<file path="config.mk">
export PLATFORM = sky130hd
export DESIGN_NAME = vehicle_actuator_if
export DESIGN_NICKNAME = d
export VERILOG_FILES = /design/src/rtl/adas_pkg.sv /design/src/rtl/adas_speed_meter.sv /design/src/rtl/vehicle_actuator_if.sv
export SDC_FILE = /design/constraint.sdc
export NUM_CORES = 1
export LEC_CHECK = 0
export CAP_MARGIN = 20
export CORE_UTILIZATION = 50
export DETAILED_ROUTE_END_ITERATION = 16
export GPL_TIMING_DRIVEN = 0
export MAX_ROUTING_LAYER = met4
export PLACE_DENSITY = 0.7
export SYNTH_ARGS = -nofsm -noshare
export SYNTH_HDL_FRONTEND = slang
export SYNTH_SLANG_ARGS = --single-unit
</file>
<file path="constraint.sdc">
create_clock -name clk -period 3.7 [get_ports clk]
set_clock_uncertainty 0.05 [all_clocks]
set_input_delay 0.74 -clock clk [delete_from_list [all_inputs] [get_ports clk]]
set_output_delay 0.74 -clock clk [all_outputs]
set_load 0.05 [all_outputs]
</file>
<file path="src/rtl/adas_pkg.sv">
// Shared types and constants for the vehicle actuator interface.
// The state encoding is visible on state_o, so its values are fixed.
package adas_pkg;

   localparam int DUTY_W_DEF = 8;
   localparam int SPEED_W    = 8;

   localparam logic [DUTY_W_DEF-1:0] DUTY_ONES = '1;

   typedef enum logic [1:0] {
      IDLE  = 2'd0,
      DRIVE = 2'd1,
      DEAD  = 2'd2,
      BRAKE = 2'd3
   } state_t;

endpackage

</file>
<file path="src/rtl/adas_speed_meter.sv">
// Wheel speed meter.
// - Synchronizes the asynchronous encoder pulse and counts its rising edges.
// - Publishes the saturated count once every WINDOW_TICKS timer ticks.
// - An edge that lands in the window-end cycle opens the next window's count.
module adas_speed_meter
   import adas_pkg::*;
#(
   parameter int WINDOW_TICKS = 100
) (
   input  logic               clk,
   input  logic               rst_n,
   input  logic               timer_tick,
   input  logic               wheel_pulse_i,
   output logic [SPEED_W-1:0] speed_measured_o
);

   localparam int TICK_W = $clog2(WINDOW_TICKS + 1);

   logic [1:0]         sync_reg;
   logic               prev_reg;
   logic [SPEED_W-1:0] edge_cnt_reg;
   logic [TICK_W-1:0]  tick_cnt_reg;
   logic [SPEED_W-1:0] speed_reg;
   logic               rise;
   logic               window_end;

   assign rise       = sync_reg[1] & ~prev_reg;
   assign window_end = timer_tick && (tick_cnt_reg == TICK_W'(WINDOW_TICKS - 1));

   // Two-flop synchronizer plus a delayed copy for rising-edge detection
   always_ff @(posedge clk or negedge rst_n) begin
      if (!rst_n) begin
         sync_reg <= '0;
         prev_reg <= 1'b0;
      end else begin
         sync_reg <= {sync_reg[0], wheel_pulse_i};
         prev_reg <= sync_reg[1];
      end
   end

   // Window timing, saturating edge count and result publication
   always_ff @(posedge clk or negedge rst_n) begin
      if (!rst_n) begin
         edge_cnt_reg <= '0;
         tick_cnt_reg <= '0;
         speed_reg    <= '0;
      end else if (window_end) begin
         speed_reg    <= edge_cnt_reg;
         tick_cnt_reg <= '0;
         edge_cnt_reg <= rise ? SPEED_W'(1) : '0;
      end else begin
         if (timer_tick) begin
            tick_cnt_reg <= tick_cnt_reg + 1'b1;
         end
         if (rise && (edge_cnt_reg != '1)) begin
            edge_cnt_reg <= edge_cnt_reg + 1'b1;
         end
      end
   end

   assign speed_measured_o = speed_reg;

endmodule

</file>
<file path="src/rtl/vehicle_actuator_if.sv">
// Car-side actuator interface: arbitrates ADAS or pedal commands with brake
// priority, ramps and dead-times the duties, drives throttle/brake PWM and
// reports wheel speed.
// Optional build macro ADAS_SPEED_GOV_EN: forces the throttle target to zero
// while the measured speed is at or above SPEED_MAX.
module vehicle_actuator_if
   import adas_pkg::*;
#(
   parameter int DUTY_W       = DUTY_W_DEF,
   parameter int RAMP_STEP    = 4,
   parameter int DEAD_CYC     = 16,
   parameter int WINDOW_TICKS = 100,
   parameter int SPEED_MAX    = 120
) (
   input  logic               clk,
   input  logic               rst_n,
   input  logic               timer_tick,
   input  logic               mode_i,
   input  logic               gas_i,
   input  logic               brake_i,
   input  logic [DUTY_W-1:0]  pedal_gas_i,
   input  logic [DUTY_W-1:0]  pedal_brake_i,
   input  logic               wheel_pulse_i,
   output logic               throttle_pwm_o,
   output logic               brake_pwm_o,
   output logic [SPEED_W-1:0] speed_measured_o,
   output logic [1:0]         state_o
);

`ifdef ADAS_SPEED_GOV_EN
   localparam bit GOV_EN = 1'b1;
`else
   localparam bit GOV_EN = 1'b0;
`endif

   localparam int                DEAD_W = $clog2(DEAD_CYC + 1);
   localparam logic [DUTY_W-1:0] ONES   = '1;
   localparam logic [DUTY_W-1:0] STEP_D = DUTY_W'(RAMP_STEP);

   state_t              state_reg;
   logic [DUTY_W-1:0]   thr_duty_reg;
   logic [DUTY_W-1:0]   brk_duty_reg;
   logic [DEAD_W-1:0]   dead_cnt_reg;
   logic [DUTY_W-1:0]   pwm_cnt_reg;
   logic [DUTY_W-1:0]   thr_tgt;
   logic [DUTY_W-1:0]   brk_tgt;
   logic [DUTY_W-1:0]   thr_ramp;
   logic [DUTY_W-1:0]   brk_ramp;
   logic [DUTY_W:0]     thr_sum;
   logic                gov_trip;
   logic                brake_req;
   logic                gas_req;
   logic [DUTY_W-1:0]   duty_ch [2];
   logic [1:0]          pwm_vec;

   adas_speed_meter #(
      .WINDOW_TICKS (WINDOW_TICKS)
   ) u_speed (
      .clk              (clk),
      .rst_n            (rst_n),
      .timer_tick       (timer_tick),
      .wheel_pulse_i    (wheel_pulse_i),
      .speed_measured_o (speed_measured_o)
   );

   assign gov_trip = GOV_EN && (int'(speed_measured_o) >= SPEED_MAX);

   // Command source selection and brake-wins arbitration
   always_comb begin
      thr_tgt = mode_i ? (gas_i ? ONES : '0) : pedal_gas_i;
      brk_tgt = mode_i ? (brake_i ? ONES : '0) : pedal_brake_i;
      if ((brk_tgt != '0) || gov_trip) begin
         thr_tgt = '0;
      end
   end

   assign brake_req = (brk_tgt != '0);
   assign gas_req   = (thr_tgt != '0);

   // Ramp candidates; the throttle sum carries an extra bit to catch overflow
   assign thr_sum  = {1'b0, thr_duty_reg} + {1'b0, STEP_D};
   assign thr_ramp = (thr_sum > {1'b0, thr_tgt}) ? thr_tgt : thr_sum[DUTY_W-1:0];
   assign brk_ramp = ((brk_duty_reg - brk_tgt) > STEP_D) ? (brk_duty_reg - STEP_D) : brk_tgt;

   // Actuation FSM: duties only ever nonzero in their own state
   always_ff @(posedge clk or negedge rst_n) begin
      if (!rst_n) begin
         state_reg    <= IDLE;
         thr_duty_reg <= '0;
         brk_duty_reg <= '0;
         dead_cnt_reg <= '0;
      end else begin
         case (state_reg)
            IDLE: begin
               thr_duty_reg <= '0;
               brk_duty_reg <= '0;
               if (brake_req) begin
                  state_reg    <= BRAKE;
                  brk_duty_reg <= brk_tgt;
               end else if (gas_req) begin
                  state_reg <= DRIVE;
               end
            end
            DRIVE: begin
               if (brake_req) begin
                  thr_duty_reg <= '0;
                  dead_cnt_reg <= '0;
                  state_reg    <= DEAD;
               end else if ((thr_duty_reg == '0) && !gas_req) begin
                  state_reg <= IDLE;
               end else if (thr_tgt < thr_duty_reg) begin
                  thr_duty_reg <= thr_tgt;
               end else if (timer_tick) begin
                  thr_duty_reg <= thr_ramp;
               end
            end
            DEAD: begin
               thr_duty_reg <= '0;
               brk_duty_reg <= '0;
               if (dead_cnt_reg == DEAD_W'(DEAD_CYC - 1)) begin
                  dead_cnt_reg <= '0;
                  if (brake_req) begin
                     state_reg    <= BRAKE;
                     brk_duty_reg <= brk_tgt;
                  end else begin
                     state_reg <= IDLE;
                  end
               end else begin
                  dead_cnt_reg <= dead_cnt_reg + 1'b1;
               end
            end
            BRAKE: begin
               if ((brk_duty_reg == '0) && !brake_req) begin
                  state_reg <= IDLE;
               end else if (brk_tgt >= brk_duty_reg) begin
                  brk_duty_reg <= brk_tgt;
               end else if (timer_tick) begin
                  brk_duty_reg <= brk_ramp;
               end
            end
            default: begin
               state_reg    <= IDLE;
               thr_duty_reg <= '0;
               brk_duty_reg <= '0;
            end
         endcase
      end
   end

   // Free-running PWM period counter shared by both channels
   always_ff @(posedge clk or negedge rst_n) begin
      if (!rst_n) begin
         pwm_cnt_reg <= '0;
      end else begin
         pwm_cnt_reg <= pwm_cnt_reg + 1'b1;
      end
   end

   assign duty_ch[0] = thr_duty_reg;
   assign duty_ch[1] = brk_duty_reg;

   for (genvar gi = 0; gi < 2; gi++) begin : g_pwm
      logic pwm_reg;
      // Registered compare: high while the period counter is below the duty
      always_ff @(posedge clk or negedge rst_n) begin
         if (!rst_n) begin
            pwm_reg <= 1'b0;
         end else begin
            pwm_reg <= (pwm_cnt_reg < duty_ch[gi]);
         end
      end
      assign pwm_vec[gi] = pwm_reg;
   end

   assign throttle_pwm_o = pwm_vec[0];
   assign brake_pwm_o    = pwm_vec[1];
   assign state_o        = state_reg;

endmodule

</file>
---- After elaboration in Yosys (flattened, before gate mapping) ----
Cells that the tools add are included.
word-level totals
  bits in registers ....................... 59
  input bits .............................. 23
  output and inout port bits .............. 12
  word-level logic and storage cells ...... 97
operators by class
  $add $sub $neg .......................... 7
  order comparisons ....................... 6
  eq/ne operators ......................... 15
  muxes and demuxes ....................... 34
  bitwise operators ....................... 2
  reduce and logical (&&, ||, !) cells .... 21
operators by type and width
  cell                                                                  count
  8-bit two-way mux                                                     18
  8-bit less-than comparator                                            3
  8-bit one-hot mux with 3 select lines                                 1
  8-bit by 1-bit adder with 8-bit output, second input constant         2
  8-bit zero test                                                       2
  8-bit one-hot mux with 2 select lines                                 1
  8-bit nonzero test                                                    2
  2-bit two-way mux                                                     7
  7-bit two-way mux                                                     2
  3-bit inequality test, second input constant                          4
  5-bit two-way mux                                                     2
  5-bit one-hot mux with 2 select lines                                 1
  8-bit by 3-bit adder with 9-bit output, second input constant         1
  9-bit by 8-bit > comparator with 1-bit output                         1
  8-bit greater-or-equal comparator                                     1
  8-bit by 3-bit > comparator with 1-bit output, second input constant  1
  2-bit inequality test, second input constant                          4
  8-bit inequality test, second input constant                          1
  2-bit one-hot mux with 4 select lines                                 1
  2-bit nonzero test                                                    4
  8-bit by 3-bit subtractor with 8-bit output, second input constant    1
  8-bit subtractor                                                      1
  7-bit by 1-bit adder with 7-bit output, second input constant         1
  7-bit == test, second input constant                                  1
  16 further kinds                                                      22

---- Depth between registers and ports, before layout ----
  depth after elaboration ................. 11
  depth in mapped cells ................... 16
  mapped depth without buffers ............ 14

---- By module ----
From an unflattened synthesis, not the netlist that was laid out.
second synthesis, totals
  cells, all modules ...................... 499
  area, all modules ....................... 4515.6 µm²
modules (own cells, without submodules)
  module               instances  cells an instance  area an instance (µm²)  seq. area each (µm²)
  vehicle_actuator_if  1          396                3263.1                  825.8
  adas_speed_meter     1          103                1252.5                  650.6

---- Worst setup path before layout ----
OpenSTA, ideal clock, no wires.
  path kind ............................... input to register
  start ................................... in mode_i
  end ..................................... reg brk_duty_reg[2]
  arrival time ............................ 4012 ps
  required time ........................... 3526 ps
  path slack .............................. -486 ps
  stages .................................. 16
  path buffers ............................ 2
  path through ............................ clkbuf_1 inv_1 nor2_1 a21o_1 ha_1 inv_1 fa_1 a211o_1 o211ai_1 o2111ai_1 a2111oi_0 nor4_1 o21ai_0 clkbuf_1 mux2i_1 a21oi_1
between the ends
  cells in the longest elaborated chain, start to end .. 8
  elaborated cells between the ends (all ways) .. 17
  those cells by class .................... add/sub: 1; order compare: 2; eq/ne: 2; mux: 8; reduce/logical: 4
RTL lines
  item                                           RTL line                    RTL
  start, declared                                vehicle_actuator_if.sv:18   input logic mode_i,
  8-bit two-way mux *                            vehicle_actuator_if.sv:71   brk_tgt = mode_i ? (brake_i ? ONES : '0) : pedal_brake_i;
  8-bit subtractor                               vehicle_actuator_if.sv:83   assign brk_ramp = ((brk_duty_reg - brk_tgt) > STEP_D) ? (brk_duty_reg - STEP_D) : brk_tgt;
  8-bit by 3-bit > comparator with 1-bit output  vehicle_actuator_if.sv:83
  8-bit two-way mux                              vehicle_actuator_if.sv:83
  8-bit two-way mux                              vehicle_actuator_if.sv:137  end else if (timer_tick) begin
  8-bit two-way mux                              vehicle_actuator_if.sv:135  end else if (brk_tgt >= brk_duty_reg) begin
  8-bit two-way mux                              vehicle_actuator_if.sv:133  if ((brk_duty_reg == '0) && !brake_req) begin
  8-bit one-hot mux with 3 select lines          vehicle_actuator_if.sv:93   case (state_reg)
  end signal, assigned                           vehicle_actuator_if.sv:99   brk_duty_reg <= brk_tgt;
  end signal, assigned                           vehicle_actuator_if.sv:136  brk_duty_reg <= brk_tgt;
  end signal, assigned                           vehicle_actuator_if.sv:138  brk_duty_reg <= brk_ramp;
  end, declared                                  vehicle_actuator_if.sv:42   logic [DUTY_W-1:0] brk_duty_reg;
Every way passes the cells marked *; elsewhere a longest branch is shown, timed or not. The select of a mux whose other input is x is not followed.
A chain may end at the register's enable or synchronous reset.

---- Worst setup path in the final report ----
  start ................................... in pedal_brake_i[2]
  end ..................................... reg thr_duty_reg[4]
between the ends
  cells in the longest elaborated chain, start to end .. 10
  elaborated cells between the ends (all ways) .. 17
  those cells by class .................... order compare: 2; eq/ne: 2; mux: 8; reduce/logical: 5
RTL lines
  item                                           RTL line                                              RTL
  start, declared                                vehicle_actuator_if.sv:22                             input logic [DUTY_W-1:0] pedal_brake_i,
  8-bit two-way mux *                            vehicle_actuator_if.sv:71
  8-bit nonzero test *                           vehicle_actuator_if.sv:72, vehicle_actuator_if.sv:77
  8-bit two-way mux                              vehicle_actuator_if.sv:72                             if ((brk_tgt != '0) || gov_trip) begin
  9-bit by 8-bit > comparator with 1-bit output  vehicle_actuator_if.sv:82                             assign thr_ramp = (thr_sum > {1'b0, thr_tgt}) ? thr_tgt : thr_sum[DUTY_W-1:0];
  8-bit two-way mux                              vehicle_actuator_if.sv:82
  8-bit two-way mux                              vehicle_actuator_if.sv:113                            end else if (timer_tick) begin
  8-bit two-way mux                              vehicle_actuator_if.sv:111                            end else if (thr_tgt < thr_duty_reg) begin
  8-bit two-way mux                              vehicle_actuator_if.sv:109                            end else if ((thr_duty_reg == '0) && !gas_req) begin
  8-bit two-way mux                              vehicle_actuator_if.sv:105                            if (brake_req) begin
  8-bit one-hot mux with 2 select lines          vehicle_actuator_if.sv:93
  end signal, assigned                           vehicle_actuator_if.sv:112                            thr_duty_reg <= thr_tgt;
  end signal, assigned                           vehicle_actuator_if.sv:114                            thr_duty_reg <= thr_ramp;
  end, declared                                  vehicle_actuator_if.sv:41                             logic [DUTY_W-1:0] thr_duty_reg;
Marked as above.

==> summary.md <==
The run finished, with violations left. The checks that failed: negative setup slack. Worst min-delay path startpoint: u_speed.sync_reg[0]$_DFF_PN0_.

Leaving out fill and tap cells, the most frequent cell in the layout is sky130_fd_sc_hd__dfrtp_1. 35 I/O pins were placed. Static timing analysis puts the maximum clock frequency at 262 MHz. The first detailed-routing pass ran for 4 iterations. The tightest min-delay check is of the flop to flop type. Synthesis produced a netlist with a net count of 547. The synthesized area per cell was 8.92 µm²; the max-slew violation count was 0. The run gives 0.306 as the met1 usage. The tree is rooted in a sky130_fd_sc_hd__clkbuf_8. The worst setup path is launched from an input port. The final cycle utilization of the critical path was 1.03; the peak per-stage delay on the critical path was 0.56 ns. The run gives 4270 µm² as the combined area of all synthesized cells. The number of cells on the worst reg-to-reg path was 11; the total power divided by cell area was 592 nW/µm². The area growth from synthesis to layout is 24.5%. In this run the number of H-tree levels came out at 3. In this run the critical register-to-register path is captured at thr_duty_reg[4]$_DFFE_PN0P_. The number of antenna diodes in the final layout is 0. The half-perimeter wire length after detailed placement is 7690 µm. The post-synthesis sequential area ratio is 0.346. The library cells used most frequently in the layout, excluding fill and tap cells, are sky130_fd_sc_hd__dfrtp_1 (59), sky130_fd_sc_hd__nor2_1 (43), sky130_fd_sc_hd__ha_1 (40), sky130_fd_sc_hd__inv_1 (35), sky130_fd_sc_hd__a21oi_1 (33).

Horizontal die dimension: 94.4 µm. The tools report the critical path capture point type as a flop. For the worst setup path, the data arrival time is 4.03 ns. After synthesis, the netlist uses 62 different library cells. Clock tree synthesis inserted a total of 9 buffers. The synthesized instance count is 479. Max-cap violations in this run came to 0. At the later pin of the worst-skew pair, clock insertion delay measures 0.33 ns. For the slack of the worst reg-to-reg path, the log shows 0.13 ns.

The critical path is of the input port to flop type. The logs give 2 for the number of buffers on the longest clock path and -0.331 ns for the setup TNS after final layout. The maximum ir drop on the vdd rail is 0.461 mV. The async set-or-reset flop fraction in the synthesized netlist came out at 1.00. The logs give 0.644 for the final core utilization and 3743 for the routed via count. The tools report the relative slew slack as 0.354. For this design, the slowest cell found on the critical path is sky130_fd_sc_hd__or4_4.

The number of antenna violations at the first check in global routing is 0, and the fraction of layout instances using a drive strength above 1 is 0.194. After floorplanning, the core was divided into 33 placement rows. Entering global routing, the biggest net connects 37 pins. In the routed design, unresolved DRC markers number 0. At the end of the flow, the number of nets in the layout was 611. The cell depth of the worst min-delay path is 0, and the count of endpoints failing setup in the final report is 6. The run gives 121 as the initial DRC count. The endpoint with the worst hold slack is u_speed.sync_reg[1]$_DFF_PN0_. The mean number of vias per cell is 5.74. Counting I/O delays and the setup requirement, the final critical path takes 3.82 ns.

The area of placed instances is 4800 µm². TritonCTS built the clock tree. At the pin with the least slew margin, the transition time is 0.962 ns. The cell repeated most along the worst path is sky130_fd_sc_hd__buf_6. The global-route wire length before repair was 17200 µm; the static leakage power was 2.37 nW. The met2 track demand over resource in global routing was 0.437.

The global routing stage identified its most utilized layer as met2. The count of buffers added on input and output ports is 33. The worst register-to-register path begins at thr_duty_reg[4]$_DFFE_PN0P_. The weighted congestion reported at the end of routability-driven placement came out at 0.901.

The hold-fix buffer count after cts was 0; the via count of the first global-routing pass was 3746. The tools report the worst hold-check slack as 0.302 ns. For the wire length after detailed routing, the log shows 10300 µm.

During synthesis, Yosys emitted a total of 0 warnings. The routed length per instance is 15.9 µm, and the clock transition at the register clock pins on the worst setup and hold paths after CTS is 0.07 ns. The initial standard-cell utilization of the core was 0.517.

The die outline height was 94.4 µm. The tools report the worst slack after detailed placement as -1.10 ns. The leftover overflow at the end of global routing came out at 0. The run gives 0 as the count of endpoints failing hold in the final timing report. The number of sinks driven by the clock tree is 59, and the post-layout worst setup margin is -0.120 ns. In this run, synthesis inferred 0 flip-flops with an integrated enable. Of all nets on the critical path, the largest fanout is 4. The global routing usage summed across all routing layers is 0.256, and the post-route cell area is 5320 µm². The number of flip-flops and latches in the synthesized netlist is 59. STA puts the critical path data required time at 3.91 ns. The critical path starts at pedal_brake_i[2].

The total area inside the core boundary comes to 8260 µm². In the synthesized netlist the dominant register cell turns out to be sky130_fd_sc_hd__dfrtp_1. Setup repair after global routing could not meet its margin everywhere.

For the die area, the log shows 8910 µm². For the fraction of met3 tracks used by global routing, the log shows 0.0459. The critical path goes through buf_6 -> or4_4 -> nor4_4 -> buf_4 -> or2_4 -> o21ai_4 -> inv_2 -> ha_4 -> a21oi_2 -> o21ai_1 -> maj3_2 -> a2111o_1 -> a31oi_4 -> buf_6 -> mux2_4 -> o22ai_2. The number of nets with antenna violations after detailed routing was 0.
-- through the flow --
stage               total power [mW]  cells
floorplan                       1.97    479
global placement                2.26    617
detailed placement              2.31    618
CTS                             3.08    647
global route                    3.39    652
finish                          3.15    652
-- Yosys cell counts (2+ instances only) --
cell | count | area [µm²]
sky130_fd_sc_hd__o31ai_1 | 3 | 22.5
sky130_fd_sc_hd__and2_1 | 3 | 18.8
sky130_fd_sc_hd__nand2_1 | 31 | 116
sky130_fd_sc_hd__nand3b_1 | 3 | 22.5
sky130_fd_sc_hd__a211o_1 | 3 | 26.3
sky130_fd_sc_hd__a31oi_1 | 4 | 25.0
sky130_fd_sc_hd__o211ai_1 | 3 | 22.5
sky130_fd_sc_hd__a2111oi_0 | 2 | 17.5
sky130_fd_sc_hd__inv_1 | 38 | 143
sky130_fd_sc_hd__a21oi_1 | 35 | 175
sky130_fd_sc_hd__dfrtp_1 | 59 | 1480
sky130_fd_sc_hd__mux2_2 | 12 | 135
sky130_fd_sc_hd__clkbuf_1 | 12 | 45.0
sky130_fd_sc_hd__a32oi_1 | 2 | 17.5
sky130_fd_sc_hd__ha_1 | 44 | 551
sky130_fd_sc_hd__mux2i_1 | 5 | 50.1
sky130_fd_sc_hd__a21o_1 | 16 | 120
sky130_fd_sc_hd__nand2b_1 | 9 | 56.3
sky130_fd_sc_hd__o21ai_0 | 25 | 125
sky130_fd_sc_hd__xnor2_1 | 13 | 114
sky130_fd_sc_hd__nand4_1 | 9 | 56.3
sky130_fd_sc_hd__nor4_1 | 4 | 25.0
sky130_fd_sc_hd__and3_1 | 4 | 25.0
sky130_fd_sc_hd__nand3_1 | 18 | 90.1
sky130_fd_sc_hd__nor2b_1 | 6 | 37.5
sky130_fd_sc_hd__nor3_1 | 8 | 40.0
sky130_fd_sc_hd__a211oi_1 | 7 | 52.6
sky130_fd_sc_hd__o31a_1 | 2 | 17.5
sky130_fd_sc_hd__xor2_1 | 8 | 70.1
sky130_fd_sc_hd__o22ai_1 | 4 | 25.0
sky130_fd_sc_hd__a311o_1 | 2 | 20.0
sky130_fd_sc_hd__nor2_1 | 48 | 180
sky130_fd_sc_hd__or2_2 | 4 | 25.0
sky130_fd_sc_hd__o2111ai_1 | 2 | 17.5
sky130_fd_sc_hd__or3_1 | 4 | 25.0
-- kinds of logic after synthesis --
group | share of synthesized area
muxes | 0.0434
AOI/OAI and AO/OA | 0.195
buffers and inverters | 0.0504
xor gates and xnor gates | 0.0431
DFF | 0.346
and+or+nand+nor | 0.186
adders and majority gates | 0.136
-- critical path, delay by kind of cell --
family / cells / cell delay (ns)
adder cells (fa/ha/maj): 2 / 0.52
multiplexers: 1 / 0.30
AO/OA/AOI/OAI: 6 / 1.10
buffers and inverters: 4 / 0.49
AND/OR/NAND/NOR: 3 / 0.88
-- metal layers --
layer,vias up,part of all wire,routed length (µm)
li1,1861,-,-
met1,1802,0.46,4810
met4,0,0.020,205
met5,-,0,0
met2,60,0.49,5070
met3,20,0.025,260
-- what timing repair did --
item	4_1_cts	5_1_grt
buffers inserted	13	7
setup endpoints to repair	16	16
cloned	1	0
resized for setup	53	16
pin swaps	22	10
-- power breakdown --
group	internal, mW	switching (mW)	total (mW)
Clock	0.394	0.255	0.649
Sequential	0.802	0.172	0.974
Combinational	0.710	0.813	1.52
-- how the worst max path moves through the flow --
| stage | endpoint | cells after the start | slack, ns |
|---|---|---|---|
| 3_5_place_dp | thr_duty_reg[6]$_DFFE_PN0P_ | 13 | -1.10 |
| 4_1_cts | thr_duty_reg[4]$_DFFE_PN0P_ | 16 | -0.05 |
| 3_3_place_gp | brk_duty_reg[2]$_DFFE_PN0P_ | 17 | -0.98 |
| 6_report | thr_duty_reg[4]$_DFFE_PN0P_ | 16 | -0.12 |
| 2_1_floorplan | thr_duty_reg[5]$_DFFE_PN0P_ | 14 | -0.20 |
| 5_1_grt | thr_duty_reg[6]$_DFFE_PN0P_ | 16 | -0.21 |
-- area by class of cell --
class | instances | area [µm²]
Inverter | 38 | 145
Clock buffer | 11 | 141
Buffer | 13 | 101
Sequential cell | 59 | 1480
Clock inverter | 4 | 75.1
Fill cell | 697 | 2940
Tap cell | 105 | 131
Timing Repair Buffer | 55 | 498
Multi-Input combinational cell | 367 | 2750
No activity file was read; power rests on OpenSTA's default activity.
